==> src/rtl/seq_mult_controller.sv <==
// seq_mult_controller
//   Sequencing FSM for a shift-and-add sequential multiplier datapath.
//   Once a start is accepted, it clears the product accumulator and loads
//   both operand registers. It then runs WORD_LENGTH add-decision/shift
//   pairs and finally pulses done for one cycle.
//
// Ports
//   clk             rising-edge system clock
//   reset           synchronous, active-high reset
//   start           multiply request, only honoured in IDLE
//   abort           cancel an operation in LOAD/EVAL/SHIFT
//   multiplierLsb   bit 0 of the multiplier register
//   loadRegs        parallel-load both operand registers
//   shiftRegs       shift both operand registers one position
//   multiplicandLoR multiplicand shift direction (always 0, left)
//   multiplierLoR   multiplier shift direction (always 1, right)
//   accClear        zero the product accumulator
//   accEnable       add multiplicand into accumulator this cycle
//   busy            high in every state except IDLE
//   done            one-cycle pulse when the product is valid
module seq_mult_controller #(
  parameter int WORD_LENGTH = 8
) (
  input  logic clk,
  input  logic reset,
  input  logic start,
  input  logic abort,
  input  logic multiplierLsb,
  output logic loadRegs,
  output logic shiftRegs,
  output logic multiplicandLoR,
  output logic multiplierLoR,
  output logic accClear,
  output logic accEnable,
  output logic busy,
  output logic done
);

  localparam int CNT_W = $clog2(WORD_LENGTH) + 1;
  localparam logic [CNT_W-1:0] LAST_SHIFT = CNT_W'(WORD_LENGTH - 1);

  typedef enum logic [2:0] {
    IDLE  = 3'd0,
    LOAD  = 3'd1,
    EVAL  = 3'd2,
    SHIFT = 3'd3,
    DONE  = 3'd4
  } state_t;

  state_t           state;
  state_t           next_state;
  logic [CNT_W-1:0] bit_count;
  logic             eval_q;

  // Next-state decode. Abort only matters while an operation is in
  // flight; unused encodings fall back to IDLE.
  always_comb begin
    next_state = IDLE;
    case (state)
      IDLE:    next_state = start ? LOAD : IDLE;
      LOAD:    next_state = abort ? IDLE : EVAL;
      EVAL:    next_state = abort ? IDLE : SHIFT;
      SHIFT: begin
        if (abort)
          next_state = IDLE;
        else if (bit_count == LAST_SHIFT)
          next_state = DONE;
        else
          next_state = EVAL;
      end
      DONE:    next_state = IDLE;
      default: next_state = IDLE;
    endcase
  end

  // State, shift counter and the Moore outputs are all registered.
  // The outputs are decoded from next_state, so they line up with the
  // state they describe.
  always_ff @(posedge clk) begin
    if (reset) begin
      state     <= IDLE;
      bit_count <= '0;
      loadRegs  <= 1'b0;
      shiftRegs <= 1'b0;
      accClear  <= 1'b0;
      eval_q    <= 1'b0;
      busy      <= 1'b0;
      done      <= 1'b0;
    end else begin
      state     <= next_state;
      loadRegs  <= (next_state == LOAD);
      accClear  <= (next_state == LOAD);
      shiftRegs <= (next_state == SHIFT);
      eval_q    <= (next_state == EVAL);
      done      <= (next_state == DONE);
      busy      <= (next_state != IDLE);
      if (state == LOAD)
        bit_count <= '0;
      else if (abort && (state == EVAL || state == SHIFT))
        bit_count <= '0;
      else if (state == SHIFT)
        bit_count <= bit_count + 1'b1;
    end
  end

  // The add decision is the only output that depends on a live input.
  assign accEnable       = eval_q & multiplierLsb;
  assign multiplicandLoR = 1'b0;
  assign multiplierLoR   = 1'b1;

endmodule

==> config.mk <==
export PLATFORM = sky130hd
export DESIGN_NAME = seq_mult_controller
export DESIGN_NICKNAME = d
export VERILOG_FILES = /design/src/rtl/seq_mult_controller.sv
export SDC_FILE = /design/constraint.sdc
export NUM_CORES = 1
export LEC_CHECK = 0
export CAP_MARGIN = 20
export CELL_PAD_IN_SITES_DETAIL_PLACEMENT = 1
export CELL_PAD_IN_SITES_GLOBAL_PLACEMENT = 1
export CORE_MARGIN = 5
export CORE_UTILIZATION = 37
export CTS_CLUSTER_SIZE = 8
export DETAILED_ROUTE_END_ITERATION = 8
export PLACE_DENSITY = 0.82
export SYNTH_ARGS = -nofsm -noshare
export SYNTH_HDL_FRONTEND = slang
export SYNTH_SLANG_ARGS = --single-unit
==> constraint.sdc <==
create_clock -name clk -period 3.3 [get_ports clk]
set_input_delay 0.66 -clock clk [delete_from_list [all_inputs] [get_ports clk]]
set_output_delay 0.66 -clock clk [all_outputs]
set_load 0.005 [all_outputs]
==> results.json, run 1 <==
{
  "comb_power_share_pct": 9.3,
  "place.gp.congestion": 0.720,
  "power_leakage_nw": 0.235,
  "postSynthAreaPerCell_um2": 9.53,
  "dp_hpwl_um": 779,
  "startpoint_class": "input pin",
  "timing.final.hold_violations": 0,
  "post-route-min-period_ns": 2.36,
  "crit_slowest_cell": "sky130_fd_sc_hd__clkdlybuf4s50_1",
  "syn-instance-count": 57,
  "die_area_um2": 2330,
  "finalWirelength_um": 1100,
  "grt_util_all_layers_pct": 10.5,
  "worstPathMaxFanout": 1,
  "p_int_w": 0.000231,
  "grt_pass1_wl_um": 1870,
  "critical_path.reg2reg.endpoint": "accClear",
  "drt.antenna.violating_nets": 0,
  "critPathRequiredTime_ns": 2.64,
  "setup.worst_path.start": "multiplierLsb",
  "synth-edff-count": 0,
  "r2r_start": "bit_count[0]",
  "clockBufferDepth": 2,
  "share_seq_of_total_power_pct": 51.4,
  "floorplan.initialDensity_pct": 40.2,
  "netlist_area_um2": 543,
  "r2r_cells": 4,
  "clock_skew_ns": 0.00214,
  "wl_met1_um": 479,
  "synthesis.nets": 63,
  "drt-pass1-iter-count": 3,
  "worstSkewPairLatency_ns": 0.27,
  "crit_path_cell_trace": "clkdlybuf4s50_1 > and2_1 > clkdlybuf4s50_1",
  "netlist_top_cells_count": "sky130_fd_sc_hd__dfxtp_1 (12), sky130_fd_sc_hd__nor2_1 (5), sky130_fd_sc_hd__a21oi_1 (4), sky130_fd_sc_hd__buf_4 (4), sky130_fd_sc_hd__nor4_1 (3)",
  "ios": 13,
  "post_synth_main_area_contributors": "sky130_fd_sc_hd__dfxtp_1 (44%), sky130_fd_sc_hd__buf_4 (5.5%), sky130_fd_sc_hd__a21oi_1 (3.7%)",
  "worst_path_most_repeated_cell": "sky130_fd_sc_hd__clkdlybuf4s50_1",
  "synth.lib_cells_used.distinct": 28,
  "core-area_um2": 1350,
  "holdBufCountCts": 0,
  "largest_net_degree_at_the_start_of_global_routing": 11,
  "sequential_element_share_of_the_synthesized_area_pct": 44.2,
  "cts_tree": "built",
  "setup_total_negative_slack_ns": 0,
  "run_status": "finished, final reports clean",
  "ctsResizeCount": 0,
  "first_global_vias": 410,
  "htree_num_levels": 1,
  "timing_max_transition_violations_final": 0,
  "ys_dominant_reg_cell": "sky130_fd_sc_hd__dfxtp_1",
  "gate_family_responsible_for_the_most_delay_along_the_worst_path": "buffers and inverters",
  "avgRoutedWirePerCell_um": 13.7,
  "finish.utilization_pct": 48.4,
  "antenna_cells": 0,
  "clock_power_share_pct": 39.3,
  "tritoncts_num_sinks": 12,
  "crit_arrival_ns": 1.70,
  "yosysTopAreaCell": "sky130_fd_sc_hd__dfxtp_1",
  "buffer_ports.inserted": 10,
  "placement_rows": 13,
  "dr.max_layer_used": "met4",
  "vias": 414,
  "min_to": "bit_count[3]",
  "finalSetupViolCount": 0,
  "critical_path_endpoint_category": "primary output",
  "timing.setup.critical_path_class": "input pin to primary output",
  "rsz0062_at_grt": "false",
  "async_flop_share_pct": 0,
  "wire_length_on_met3_um": 61,
  "nets": 72,
  "power.share.switching_pct": 22.1,
  "yosysMostFrequentCell": "sky130_fd_sc_hd__dfxtp_1",
  "max_cap_violations": 0,
  "fp.dieH_um": 48.3,
  "achievable_freq_mhz": 423,
  "rrSetupSlack_ns": 2.00,
  "route.detailed.vias_per_inst": 5.18,
  "worstPathBufferInverterCount": 2,
  "drt-initial-drc-count": 1,
  "ir_worst_vdd_mv": 0.188,
  "ys_seq_elements": 12,
  "grt_antenna_before_repair": 0,
  "post_cts.repair.setup_buffers": 0,
  "post-route-drc-count": 0,
  "power_density_over_cell_area_nw_per_um2": 453,
  "switchingPower_w": 0.0000653,
  "timing.critical_path.slowest_cell_delay_ns": 0.49,
  "cts.reportedPaths.clkPinSlew_ns": 0.07,
  "final_layout_size_suffix_gt1_share_pct": 15.4,
  "clock-root-buffer": "sky130_fd_sc_hd__clkbuf_4",
  "hold_path_startpoint": "bit_count[3]",
  "gr-total-overflow": 0,
  "met2_wirelength_um": 509,
  "flow.area_growth_from_synthesis_pct": 20.3,
  "final_min_period_over_clock_period_pct": 71.6,
  "floorplan.die.width_um": 48.3,
  "hold_path.class": "register to register",
  "numCtsBuffers": 3,
  "synthDominantCellAreaShare_pct": 44.2,
  "holdPathStages": 2,
  "synth_warnings": 0
}
[state kept, by name (all words and copies together), names as in the netlist]
signal / flops
accClear: 1
done: 1
busy: 1
shiftRegs: 1
eval_q: 1
bit_count: 4
state: 3
[worst max path at each step]
stage | end | slack, ns | depth (start not counted)
6_report | accEnable | 0.94 | 3
5_1_grt | accEnable | 0.88 | 3
4_1_cts | accEnable | 0.93 | 3
3_5_place_dp | accEnable | 0.93 | 3
3_3_place_gp | accEnable | 0.93 | 3
2_1_floorplan | accEnable | 1.86 | 1
[power groups by stage]
stage	Clock (W)	Combinational (W)	Sequential, W
floorplan	0	0.0000175	0.000154
global placement	0	0.0000270	0.000155
detailed placement	0	0.0000275	0.000155
CTS	0.000120	0.0000280	0.000152
global route	0.000126	0.0000307	0.000152
finish	0.000116	0.0000276	0.000152
[worst reg2reg max path, delay by kind of cell, from the launching register on]
kind,cells,cell delay (ns)
flip-flops,1,0.39
AO/OA/AOI/OAI,1,0.19
adder cells (fa/ha/maj),1,0.20
AND/OR/NAND/NOR,2,0.44
[cell type report]
cell class | count | area (µm²)
Fill cell | 161 | 697
Multi-Input combinational cell | 39 | 258
Clock buffer | 4 | 36.3
Tap cell | 15 | 18.8
Sequential cell | 12 | 240
Timing Repair Buffer | 10 | 100
[placed cells by master, fill, tap and decap left out, drive strengths merged, types with 2 or more instances in the layout]
cell / Yosys / final
dfxtp: 12 / 12
clkdlybuf4s50: 0 / 10
nor2: 5 / 5
a21oi: 4 / 4
clkbuf: 1 / 4
nor4: 3 / 3
nand2: 3 / 3
o21ai: 3 / 3
mux2i: 2 / 2
nor3: 2 / 2
nor2b: 2 / 2
conb: 2 / 2
or3: 2 / 2
[stage by stage]
stage	setup slack (ns)	instances	area, µm²	total power, W	hold WS [ns]
global route	0.876	80	653	0.000310	0.570
CTS	0.926	80	653	0.000300	0.528
floorplan	1.86	57	543	0.000172	0.472
detailed placement	0.932	76	617	0.000183	0.506
global placement	0.932	76	617	0.000182	0.490
finish	0.936	80	653	0.000296	0.528
[metal layers]
layer | vias up | track usage, %
met4 | 0 | 9.68
met1 | 188 | 10.9
met5 | - | 0
met3 | 4 | 3.67
met2 | 12 | 16.3
li1 | 210 | -
[cell families (layout without fill, tap and decap cells)]
| logic type | Yosys count | after routing | synth area share (%) |
|---|---|---|---|
| AND/OR/NAND/NOR | 24 | 24 | 27.2 |
| flip-flops | 12 | 12 | 44.2 |
| AO/OA/AOI/OAI | 9 | 9 | 11.3 |
| buffers and inverters | 6 | 14 | 8.29 |
| other | 2 | 2 | 1.38 |
| multiplexers | 2 | 2 | 3.69 |
| adder cells (fa/ha/maj) | 1 | 1 | 2.30 |
| XOR/XNOR | 1 | 1 | 1.61 |
(Power assumes the default switching activity.)
==> run 2, diff against run 1 <==
Settings changed: CORE_UTILIZATION 37 to 34, PLACE_DENSITY 0.82 to 0.76.
Clock period 3.3 ns to 2.2 ns, I/O delays scaled along.
==> run 2 against run 1 <==
Combinational power increased by 50%. Worst hold slack got worse by 0.020 ns. Register-to-register slack got worse by 1.1 ns. First-iteration DRC count unchanged. Die area increased by 7.0%. Wire length decreased by 4.6%.
==> results.json, run 2 (synthesis results as in run 1) <==
{
  "run_status": "finished, final reports clean",
  "post_cts.repair.setup_buffers": 0,
  "cts_tree": "built",
  "clockBufferDepth": 2,
  "flow.area_growth_from_synthesis_pct": 18.0,
  "crit_arrival_ns": 1.49,
  "report.power.total_w": 0.000396,
  "first_global_vias": 449,
  "finish.utilization_pct": 42.5,
  "final_layout_size_suffix_gt1_share_pct": 14.1,
  "worst_setup_endpoint": "accEnable",
  "setup_total_negative_slack_ns": 0,
  "gr-total-overflow": 0,
  "final_common_cell": "sky130_fd_sc_hd__dfxtp_1",
  "crit_slowest_cell": "sky130_fd_sc_hd__clkdlybuf4s50_1",
  "hold_ws_ns": 0.509,
  "worst_path_most_repeated_cell": "sky130_fd_sc_hd__clkdlybuf4s50_1",
  "tritoncts_num_sinks": 12,
  "fp.dieH_um": 50.0,
  "ctsResizeCount": 0,
  "dp_hpwl_um": 793,
  "critical_path.reg2reg.endpoint": "accClear",
  "rsz0062_at_grt": "false",
  "vias": 431,
  "worstSkewPairLatency_ns": 0.26,
  "setup.worst_path.start": "multiplierLsb",
  "buffer_ports.inserted": 10,
  "grt_antenna_before_repair": 0,
  "achievable_freq_mhz": 518,
  "timing.critical_path.depth": 3,
  "r2r_start": "bit_count[0]",
  "final_min_period_over_clock_period_pct": 87.7,
  "floorplan.initialDensity_pct": 36.0,
  "nets": 72,
  "largestRegisters": "bit_count: 4 flops, state: 3 flops",
  "timing.critical_path.slowest_cell_delay_ns": 0.49,
  "largest_reg_flops": 4,
  "drt-initial-drc-count": 1,
  "ios": 13,
  "power_density_over_cell_area_nw_per_um2": 617,
  "drt.antenna.violating_nets": 0,
  "ir_worst_vdd_mv": 0.227,
  "core-area_um2": 1510,
  "clock_skew_ns": 0.00104,
  "placement_rows": 14,
  "timing.setup.critical_path_class": "input pin to primary output",
  "timing_max_transition_violations_final": 0,
  "post-route-drc-count": 0,
  "nFillCells": 179,
  "holdBufCountCts": 0,
  "startpoint_class": "input pin",
  "post-route-min-period_ns": 1.93,
  "crit_path_cell_trace": "clkdlybuf4s50_1 > and2_1 > clkdlybuf4s50_1",
  "place.gp.congestion": 0.670,
  "floorplan.die.width_um": 50.0,
  "numCtsBuffers": 3,
  "grt_util_all_layers_pct": 10.6,
  "route.detailed.vias_per_inst": 5.39,
  "layout_common_cells": "sky130_fd_sc_hd__dfxtp_1 (12), sky130_fd_sc_hd__clkdlybuf4s50_1 (10), sky130_fd_sc_hd__nor2_1 (5)",
  "antenna_cells": 0,
  "grt_pass1_wl_um": 1990,
  "max_flop_register": "bit_count",
  "worstPathMaxFanout": 1,
  "largest_net_degree_at_the_start_of_global_routing": 11,
  "finalWirelength_um": 1050,
  "htree_num_levels": 1,
  "cts.reportedPaths.clkPinSlew_ns": 0.07,
  "clock-root-buffer": "sky130_fd_sc_hd__clkbuf_4",
  "power_leakage_nw": 0.228,
  "hold_path.class": "register to register",
  "worstPathBufferInverterCount": 2,
  "critical_path_endpoint_category": "primary output",
  "max_cap_violations": 0,
  "timing.final.hold_violations": 0,
  "drt-pass1-iter-count": 2,
  "die_area_um2": 2500,
  "finalSetupViolCount": 0,
  "avgRoutedWirePerCell_um": 13.1,
  "r2r_cells": 4,
  "rrSetupSlack_ns": 0.89,
  "gate_family_responsible_for_the_most_delay_along_the_worst_path": "buffers and inverters",
  "critPathRequiredTime_ns": 1.76
}
## run 2: layer usage
metal	GRT usage, %	up-vias	wire (µm)
li1	-	213	-
met1	12.5	207	458
met2	16.3	9	505
met3	2.41	2	59
met4	7.86	0	23
met5	0	-	0
## run 2: report_power, final
part / internal [W] / switching, W / leakage [nW]
clock: 0.0000631 / 0.0000629 / 0.0138
combinational: 0.0000226 / 0.0000189 / 0.117
sequential: 0.000223 / 0.00000510 / 0.0975
## run 2: worst min-delay path by stage
| stage | from | endpoint | slack, ns | depth (start not counted) |
|---|---|---|---|---|
| 2_1_floorplan | bit_count[3] | bit_count[3] | 0.47 | 2 |
| 3_3_place_gp | bit_count[3] | bit_count[3] | 0.49 | 2 |
| 3_5_place_dp | bit_count[3] | bit_count[3] | 0.51 | 2 |
| 4_1_cts | bit_count[3] | bit_count[3] | 0.52 | 2 |
| 5_1_grt | bit_count[3] | bit_count[3] | 0.55 | 2 |
| 6_report | bit_count[3] | bit_count[3] | 0.51 | 2 |
## run 2: per-stage QoR
| step | cells | setup slack [ns] | cell area (µm²) |
|---|---|---|---|
| 3_5_place_dp | 77 | 0.262 | 618 |
| 4_1_cts | 80 | 0.257 | 641 |
| 5_1_grt | 80 | 0.256 | 641 |
| 3_3_place_gp | 77 | 0.273 | 618 |
| 6_report | 80 | 0.271 | 641 |
| 2_1_floorplan | 57 | 1.05 | 543 |
## run 2: cell type report
cell class	count	area (µm²)	share of cell area, %
multi-input cells	39	258	40.2
clock buffers	3	22.5	3.52
well taps	16	20.0	3.13
repair buffers	10	100	15.6
flip-flops and latches	12	240	37.5
## run 2: tightest hold or removal path: stages, from the launching register on
cell,delay [ns]
sky130_fd_sc_hd__dfxtp_1,0.33
sky130_fd_sc_hd__o21ai_0,0.07
sky130_fd_sc_hd__a21oi_1,0.06
